[config.mk]
export PLATFORM = sky130hd
export DESIGN_NAME = token_slot_sched
export DESIGN_NICKNAME = d
export VERILOG_FILES = /design/src/rtl/token_slot_sched_pkg.sv /design/src/rtl/token_slot_sched_slot_timer.sv /design/src/rtl/token_slot_sched.sv
export SDC_FILE = /design/constraint.sdc
export NUM_CORES = 1
export LEC_CHECK = 0
export ABC_AREA = 1
export CORE_MARGIN = 1.5
export CORE_UTILIZATION = 45
export DETAILED_ROUTE_END_ITERATION = 7
export HOLD_SLACK_MARGIN = 0.15
export PLACE_DENSITY = 0.67
export SLEW_MARGIN = 20
export SYNTH_ARGS = -nofsm -noshare
export SYNTH_HDL_FRONTEND = slang
export SYNTH_SLANG_ARGS = --single-unit
[constraint.sdc]
create_clock -name clk -period 2.43 [get_ports clk]
set_input_delay 0.729 -clock clk [delete_from_list [all_inputs] [get_ports clk]]
set_output_delay 0.729 -clock clk [all_outputs]
set_load 0.01 [all_outputs]
[src/rtl/token_slot_sched_pkg.sv]
// Shared definitions for the token-ring slot timebase: scheduler states,
// ring defaults and the slot-index type shared with main_ctrl and the framers.
package token_slot_sched_pkg;

    typedef enum logic [1:0] {
        ST_IDLE      = 2'd0,
        ST_WAIT_SYNC = 2'd1,
        ST_RUN       = 2'd2
    } sched_state_t;

    localparam int DEF_MAX_ID_SLOT = 71;
    localparam int DEF_SLOT_LEN    = 500;
    localparam int DEF_GUARD       = 16;

    typedef logic [7:0] slot_idx_t;

endpackage

[src/rtl/token_slot_sched_slot_timer.sv]
// Slot counter and slot index with wrap; clear, load and realign controls
// are mutually prioritised clr > load > realign > adv.
module token_slot_sched_slot_timer
    import token_slot_sched_pkg::*;
#(
    parameter int SLOT_LEN    = DEF_SLOT_LEN,
    parameter int MAX_ID_SLOT = DEF_MAX_ID_SLOT,
    parameter int CW          = $clog2(SLOT_LEN)
) (
    input  logic          clk,
    input  logic          rst,
    input  logic          clr,
    input  logic          load,
    input  logic [7:0]    load_id,
    input  logic          realign,
    input  logic          adv,
    output logic [CW-1:0] slot_cnt,
    output logic [7:0]    id_slot,
    output logic          last
);

    localparam logic [CW-1:0] CNT_LAST = CW'(SLOT_LEN - 1);
    localparam slot_idx_t     ID_LAST  = slot_idx_t'(MAX_ID_SLOT);

    assign last = (slot_cnt == CNT_LAST);

    always_ff @(posedge clk or negedge rst) begin
        if (!rst) begin
            slot_cnt <= '0;
            id_slot  <= '0;
        end else if (clr) begin
            slot_cnt <= '0;
            id_slot  <= '0;
        end else if (load) begin
            slot_cnt <= '0;
            id_slot  <= load_id;
        end else if (realign) begin
            // A sync frame marks the first clock of the slot, so we are one clock in.
            slot_cnt <= CW'(1);
        end else if (adv) begin
            if (last) begin
                slot_cnt <= '0;
                id_slot  <= (id_slot == ID_LAST) ? '0 : id_slot + 8'd1;
            end else begin
                slot_cnt <= slot_cnt + CW'(1);
            end
        end
    end

endmodule

[src/rtl/token_slot_sched.sv]
// Token-ring slot scheduler: starts as master or joins by sync frames,
// produces the per-slot strobe/index and this board's transmit window.
module token_slot_sched
    import token_slot_sched_pkg::*;
#(
    parameter int SLOT_LEN     = DEF_SLOT_LEN,
    parameter int MAX_ID_SLOT  = DEF_MAX_ID_SLOT,
    parameter int GUARD        = DEF_GUARD,
    parameter int SYNC_TIMEOUT = 200000,
    parameter int TOL          = 8,
    parameter int MAX_ERR      = 3
) (
    input  logic         clk,
    input  logic         rst,
    input  logic         process_en,
    input  logic         flag_start_token,
    input  logic         join_start,
    input  logic [3:0]   slot_id,
    input  logic         rx_sync_vld,
    input  logic [7:0]   rx_sync_slot,
    output logic         flag_slot_start,
    output logic [7:0]   id_slot,
    output logic         tx_win,
    output logic         locked,
    output logic         sync_fail,
    output logic [1:0]   err_cnt,
    output sched_state_t state_dbg
);

    localparam int CW = $clog2(SLOT_LEN);
    localparam int TW = $clog2(SYNC_TIMEOUT);

    localparam logic [CW-1:0] CNT_TOL    = CW'(TOL);
    localparam logic [CW-1:0] CNT_HI_TOL = CW'(SLOT_LEN - TOL);
    localparam logic [CW-1:0] WIN_LO     = CW'(GUARD);
    localparam logic [CW-1:0] WIN_HI     = CW'(SLOT_LEN - GUARD - 1);
    localparam logic [TW-1:0] TO_LAST    = TW'(SYNC_TIMEOUT - 1);
    localparam slot_idx_t     ID_LAST    = slot_idx_t'(MAX_ID_SLOT);
    localparam logic [2:0]    ERR_LIMIT  = 3'(MAX_ERR);

    sched_state_t  state, state_nxt;
    logic [TW-1:0] tcnt, tcnt_nxt;
    logic [1:0]    err_nxt;
    logic          strobe_nxt, fail_nxt, locked_nxt, tx_nxt;

    logic          t_clr, t_load, t_realign, t_adv, t_last;
    slot_idx_t     t_load_id;
    logic [CW-1:0] slot_cnt;
    slot_idx_t     own_slot;
    logic          sync_hit;

    assign state_dbg = state;
    assign own_slot  = {4'b0, slot_id};

    // rx_sync_vld is a one-cycle valid with no back-pressure: a sync frame is
    // consumed in the cycle it is presented or not at all.
    assign sync_hit = rx_sync_vld && (rx_sync_slot == id_slot) &&
                      ((slot_cnt <= CNT_TOL) || (slot_cnt >= CNT_HI_TOL));

    token_slot_sched_slot_timer #(
        .SLOT_LEN    (SLOT_LEN),
        .MAX_ID_SLOT (MAX_ID_SLOT),
        .CW          (CW)
    ) u_slot_timer (
        .clk      (clk),
        .rst      (rst),
        .clr      (t_clr),
        .load     (t_load),
        .load_id  (t_load_id),
        .realign  (t_realign),
        .adv      (t_adv),
        .slot_cnt (slot_cnt),
        .id_slot  (id_slot),
        .last     (t_last)
    );

    always_comb begin
        state_nxt  = state;
        tcnt_nxt   = '0;
        err_nxt    = err_cnt;
        strobe_nxt = 1'b0;
        fail_nxt   = 1'b0;
        t_clr      = 1'b0;
        t_load     = 1'b0;
        t_load_id  = '0;
        t_realign  = 1'b0;
        t_adv      = 1'b0;

        if (!process_en) begin
            state_nxt = ST_IDLE;
            err_nxt   = '0;
            t_clr     = 1'b1;
        end else begin
            case (state)
                ST_IDLE: begin
                    if (flag_start_token) begin
                        state_nxt  = ST_RUN;
                        t_load     = 1'b1;
                        strobe_nxt = 1'b1;
                        err_nxt    = '0;
                    end else if (join_start) begin
                        state_nxt = ST_WAIT_SYNC;
                    end
                end
                ST_WAIT_SYNC: begin
                    if (flag_start_token) begin
                        state_nxt  = ST_RUN;
                        t_load     = 1'b1;
                        strobe_nxt = 1'b1;
                        err_nxt    = '0;
                    end else if (rx_sync_vld && (rx_sync_slot <= ID_LAST)) begin
                        state_nxt  = ST_RUN;
                        t_load     = 1'b1;
                        t_load_id  = rx_sync_slot;
                        strobe_nxt = 1'b1;
                        err_nxt    = '0;
                    end else if (tcnt == TO_LAST) begin
                        state_nxt = ST_IDLE;
                        fail_nxt  = 1'b1;
                        t_clr     = 1'b1;
                    end else begin
                        tcnt_nxt = tcnt + TW'(1);
                    end
                end
                ST_RUN: begin
                    if (flag_start_token) begin
                        t_load     = 1'b1;
                        strobe_nxt = 1'b1;
                        err_nxt    = '0;
                    end else if (sync_hit) begin
                        t_realign = 1'b1;
                        err_nxt   = '0;
                    end else if (rx_sync_vld && (({1'b0, err_cnt} + 3'd1) >= ERR_LIMIT)) begin
                        // Lock is lost: freeze the timebase and hunt for a sync again.
                        state_nxt = ST_WAIT_SYNC;
                        err_nxt   = '0;
                    end else begin
                        if (rx_sync_vld) begin
                            err_nxt = (err_cnt == 2'd3) ? 2'd3 : err_cnt + 2'd1;
                        end
                        t_adv      = 1'b1;
                        strobe_nxt = t_last;
                    end
                end
                default: begin
                    state_nxt = ST_IDLE;
                    t_clr     = 1'b1;
                end
            endcase
        end

        locked_nxt = (state_nxt == ST_RUN);
        tx_nxt     = (state == ST_RUN) && (state_nxt == ST_RUN) && (id_slot == own_slot) &&
                     (slot_cnt >= WIN_LO) && (slot_cnt <= WIN_HI);
    end

    always_ff @(posedge clk or negedge rst) begin
        if (!rst) begin
            state           <= ST_IDLE;
            tcnt            <= '0;
            err_cnt         <= '0;
            flag_slot_start <= 1'b0;
            sync_fail       <= 1'b0;
            locked          <= 1'b0;
            tx_win          <= 1'b0;
        end else begin
            state           <= state_nxt;
            tcnt            <= tcnt_nxt;
            err_cnt         <= err_nxt;
            flag_slot_start <= strobe_nxt;
            sync_fail       <= fail_nxt;
            locked          <= locked_nxt;
            tx_win          <= tx_nxt;
        end
    end

endmodule

== Word level (Yosys, flattened, before mapping) ==
Cells that the tools add are included.

* Register bits after elaboration: 43
* Word-level logic and storage cells: 116
* Output and inout bits: 16
* Input port bits: 18

* Muxes and demuxes: 66
* Reduce and logical (&&, ||, !) cells: 16
* Equal/unequal tests: 14
* Add/sub/neg operators: 5
* $lt $le $gt $ge: 6

{| class="wikitable"
|+ Operator list
! operator !! number
|-
| $mux 18 || 5
|-
| $mux 8 || 10
|-
| $mux 9 || 5
|-
| $mux 2 || 18
|-
| $mux 1 || 23
|-
| $add 18x1->18 const B || 1
|-
| $eq 18x18->1 const B || 1
|-
| $pmux 2 s3 || 2
|-
| $add 9x1->9 const B || 1
|-
| $eq 9x9->1 const B || 1
|-
| $ge 9x5->1 const B || 1
|-
| $ge 9x9->1 const B || 1
|-
| $le 9x4->1 const B || 1
|-
| $le 9x9->1 const B || 1
|-
| $add 8x1->8 const B || 1
|-
| $eq 8x4->1 || 1
|-
| $eq 8x7->1 const B || 1
|-
| $eq 8x8->1 || 1
|-
| $le 8x7->1 const B || 1
|-
| $logic_and 1x1->1 || 8
|-
| $eq 2x2->1 const B || 3
|-
| $ne 3x3->1 const B || 2
|-
| $ne 6x6->1 const B || 1
|-
| $reduce_bool 3->1 || 2
|-
| other kinds (14) || 15
|}

== Depth between registers and ports, before layout ==
Gate-level depths: netlist (run 1).

* Depth in word-level cells: 13
* Depth in mapped cells: 14
* Gate-level depth less buffers: 14

== Hierarchy ==
From an unflattened synthesis (run 1), not the netlist that was laid out.

* Cell total of the unflattened synthesis: 424
* Area total of the unflattened synthesis: 2985.4 um^2

{| class="wikitable"
|+ By module, submodules not included
! module !! area each (um^2) !! seq. area each (um^2) !! times used !! cells an instance
|-
| token_slot_sched || 1795.5 || 650.6 || 1 || 264
|-
| token_slot_sched_slot_timer || 1189.9 || 425.4 || 1 || 160
|}

== Worst setup path before layout (run 1) ==
No wires, ideal clock.

* Kind: in2reg
* Start point: input rx_sync_slot[5]
* End point: register u_slot_timer.slot_cnt[7]
* Data required time: 2.317 ns
* Arrival time: 1.734 ns
* Stages: 12
* Buffers on the path: 0
* Library setup time: 0.113 ns
* Path slack: 0.584 ns
* Cell sequence: nor2_1 nand2_1 nand2_1 nand2_1 nand3_2 o21ai_4 nor2_2 nand3_2 nand2_1 nand2_1 nand2_1 inv_1

* Cells in the longest elaborated chain, start to end: 10
* Elaborated cells between the ends (all ways): 25
* Classes of those cells: 1 x order compare; 1 x eq/ne; 19 x mux; 4 x reduce/logical

{| class="wikitable"
|+ RTL lines
! element !! line !! RTL
|-
| from (decl) || token_slot_sched.sv:20 || <nowiki>input logic [7:0] rx_sync_slot,</nowiki>
|-
| parallel branches: the longest is 10 deep, another holds $le 8x7->1 || - ||
|-
| to (signal assigned) || token_slot_sched_slot_timer.sv:45 || <nowiki>slot_cnt <= slot_cnt + CW'(1);</nowiki>
|-
| to (decl) || token_slot_sched_slot_timer.sv:17 || <nowiki>output logic [CW-1:0] slot_cnt,</nowiki>
|}

Parallel ways; which one is timed is not known.
A chain may end at the register's enable or synchronous reset.

== Worst setup path in the final report (run 1) ==
Same ends and word-level chain as after synthesis.

==> results of run 1 <==
==> where the power goes <==
part	leakage [nW]	internal [mW]	switching, mW	total [mW]
registers	0.591	0.742	0.0401	0.782
clock network	0.0513	0.302	0.253	0.555
logic	1.05	0.160	0.179	0.339
total	1.69	1.20	0.472	1.68
==> state kept, by name (all words and copies together) (netlist names) <==
name,cells
u_slot_timer.id_slot,8
tcnt,18
state_dbg,2
locked,1
err_cnt,2
flag_slot_start,1
sync_fail,1
u_slot_timer.slot_cnt,9
tx_win,1
==> cell families (layout without fill, tap and decap cells) <==
kind of cell             after synthesis  after routing  share of synthesized area [%]
buffers and inverters                 69            138                           9.36
XOR/XNOR                              14             14                           4.23
flip-flops                            43             43                           37.1
AND/OR/NAND/NOR                      226            226                           35.9
adder cells (fa/ha/maj)                4              4                           1.73
AO/OA/AOI/OAI                         58             58                           11.7
==> worst paths after layout <==
check	end
setup / recovery	u_slot_timer.slot_cnt[7]
hold / removal	locked
setup reg to reg	u_slot_timer.slot_cnt[7]
hold reg to reg	tcnt[0]
max in group asynchronous	sync_fail
min in group clk	tcnt[0]
==> per-stage QoR <==
step	cells	hold slack, ns
2_1_floorplan	414	0.433
3_3_place_gp	552	0.492
3_5_place_dp	552	0.496
4_1_cts	559	0.432
5_1_grt	560	0.451
6_report	560	0.416
==> worst max-delay path, stage by stage <==
cell             delay, ns
clkdlybuf4s50_1       0.52
nor2_1                0.06
nand2_1               0.07
nand2_1               0.07
nand2_1               0.09
nand2_1               0.07
nand2_1               0.09
a21oi_2               0.07
nor2_2                0.21
nand3_2               0.23
nand2_1               0.11
nand2_1               0.05
nand2_1               0.05
inv_1                 0.03
==> per-layer routing <==
metal  share of wire (%)  GRT usage [%]
met5                   0              0
met4                0.43           5.15
met1                  50           31.0
met2                  45           33.6
met3                 5.0           4.08
==> cells in the mapped netlist (3+ instances only) <==
library cell   n
nor2_2         3
inv_1         60
ha_1           4
xnor2_1        3
nand3_2        4
o21ai_0       31
nor3_2         3
nor3_1        12
inv_2          5
nand3_1       20
xor2_1        11
nor4_1         4
dfrtp_1       43
a21oi_1       13
nand4_1       11
nor2_1        63
nand2_1       96
==> cell type report <==
class | instances | share of cell area [%]
clock inverter | 1 | 0.823
inverter | 66 | 6.79
sequential | 43 | 29.5
multi-input combinational | 302 | 42.7
clock buffer | 6 | 1.99
tap | 77 | 2.64
timing repair buffer | 65 | 15.6
==> timing repair <==
| action | in CTS | in global routing |
|---|---|---|
| setup endpoints to repair | 0 | 1 |
| setup buffers | 0 | 1 |
| gates resized for setup | 0 | 4 |
==> flow_summary.yaml, run 1 <==
timing:
  relSlewSlack_pct: 62.7
  hold_viol_final: 0
  min_period_ns: 2.26
  tightest_slew_ns: 0.559
  fmaxAchievable_ghz: 0.442
  fin_crit_sh_pct: 93.0
  setup_slack_ns: 0.170
  slew_viol_final: 0
  fin_skew_ns: 0.00750
  fin_setup_tns_ns: 0
  grt_setup_unrepaired: "false"
  finalSetupViolCount: 0
place:
  portBuffers: 33
  place_hpwl_mm: 5.40
  dpl_worst_slack_ns: -0.148
  globalplace.congestion: 0.920
  place_area_sq_um: 3530
die:
  die-area_sq_um: 6940
  die_y_microns: 83.3
  rows: 29
  core-area_sq_um: 6280
  pin_count: 34
  die_w_microns: 83.3
  start_util_pct: 46.2
logic_synthesis:
  synth_flop_cell: "dfrtp_1"
  async_flop_share_pct: 100
  yosysUniqueCellTypes: 39
  ys_top_cells_by_area: "dfrtp_1, nand2_1, nor2_1"
  yosysTopAreaCellShare_pct: 37.1
  syn_nets: 436
  netlist_area_sq_um: 2900
  syn_avg_cell_area_sq_um: 7.01
  seq_area_frac_synth_pct: 37.1
  netlist_instances: 414
  yosys.area.top_type: "dfrtp_1"
  synth_edf_count: 0
  synth-seq-cells: 43
  ys_warn_count: 0
global_route:
  antenna_found_initial: 0
  grt_overflow: 0
  grt_pass1_vias: 2665
  grt_pass1_wl_mm: 12.2
  grt_max_degree: 26
  grt.total_usage_pct: 21.5
run:
  drv_cap: 0
clocking:
  clock_path_buffers: 2
  worstSkewPairLatency_ns: 0.30
  ctsHtreeMaxLevel: 2
  clock_sinks: 43
  cts_root_buffer: "clkbuf_8"
  clk_pin_slew_ns: 0.09
  cts_hold_buffers: 0
  tritoncts: "yes"
  numCtsBuffers: 5
critical_path:
  rrSetupSlack_ns: 0.55
  crit_required_ns: 2.63
  critPathLaunchType: "primary input"
  r2r_cells: 12
  cp_max_fo: 10
  worst-setup-path-type: "in -> reg"
  end_kind: "flop"
  reg2reg_from: "u_slot_timer.slot_cnt[0]"
  startpoint: "rx_sync_slot[5]"
  cp.arrival_ns: 2.46
cells_and_area:
  nets: 505
  antenna_cells: 0
  seq_area_sq_um: 1080
  nFillCells: 577
  final_cell_mix: "nand2_1, nor2_1, inv_1, dfrtp_1, buf_4"
  finalInstanceArea_sq_um: 3650
  drive_gt1_share_pct: 13.7
  utilization_pct: 58.1
  area_growth_pct: 25.8
  final_common_cell: "nand2_1"
  multi_input_comb_area_sq_um: 1560
routing:
  drt_iter0_markers: 149
  vias: 2882
  post_drt_wl_per_cell_microns: 12.5
  drc: 0
  wl_mm: 7.01
  final_antenna_net_count: 0
  viasPerCell: 5.15
  drt_pass1_iterations: 4
power_and_ir_drop:
  total_power_mw: 1.68
  power_density_nw_per_um2: 459
  vdd_drop_max_v: 0.000327
  power_leakage_nw: 1.69
min_path:
  holdCritPathClass: "in -> async"
outcome:
  outcome: "completed"
Note: power is estimated with default switching activity, not from simulation.
==> run 2, diff against run 1 <==
- GPL_ROUTABILITY_DRIVEN: default -> 1
==> results of run 2 <==
No change in the layout: final DEF, timing and power equal those of run 1.
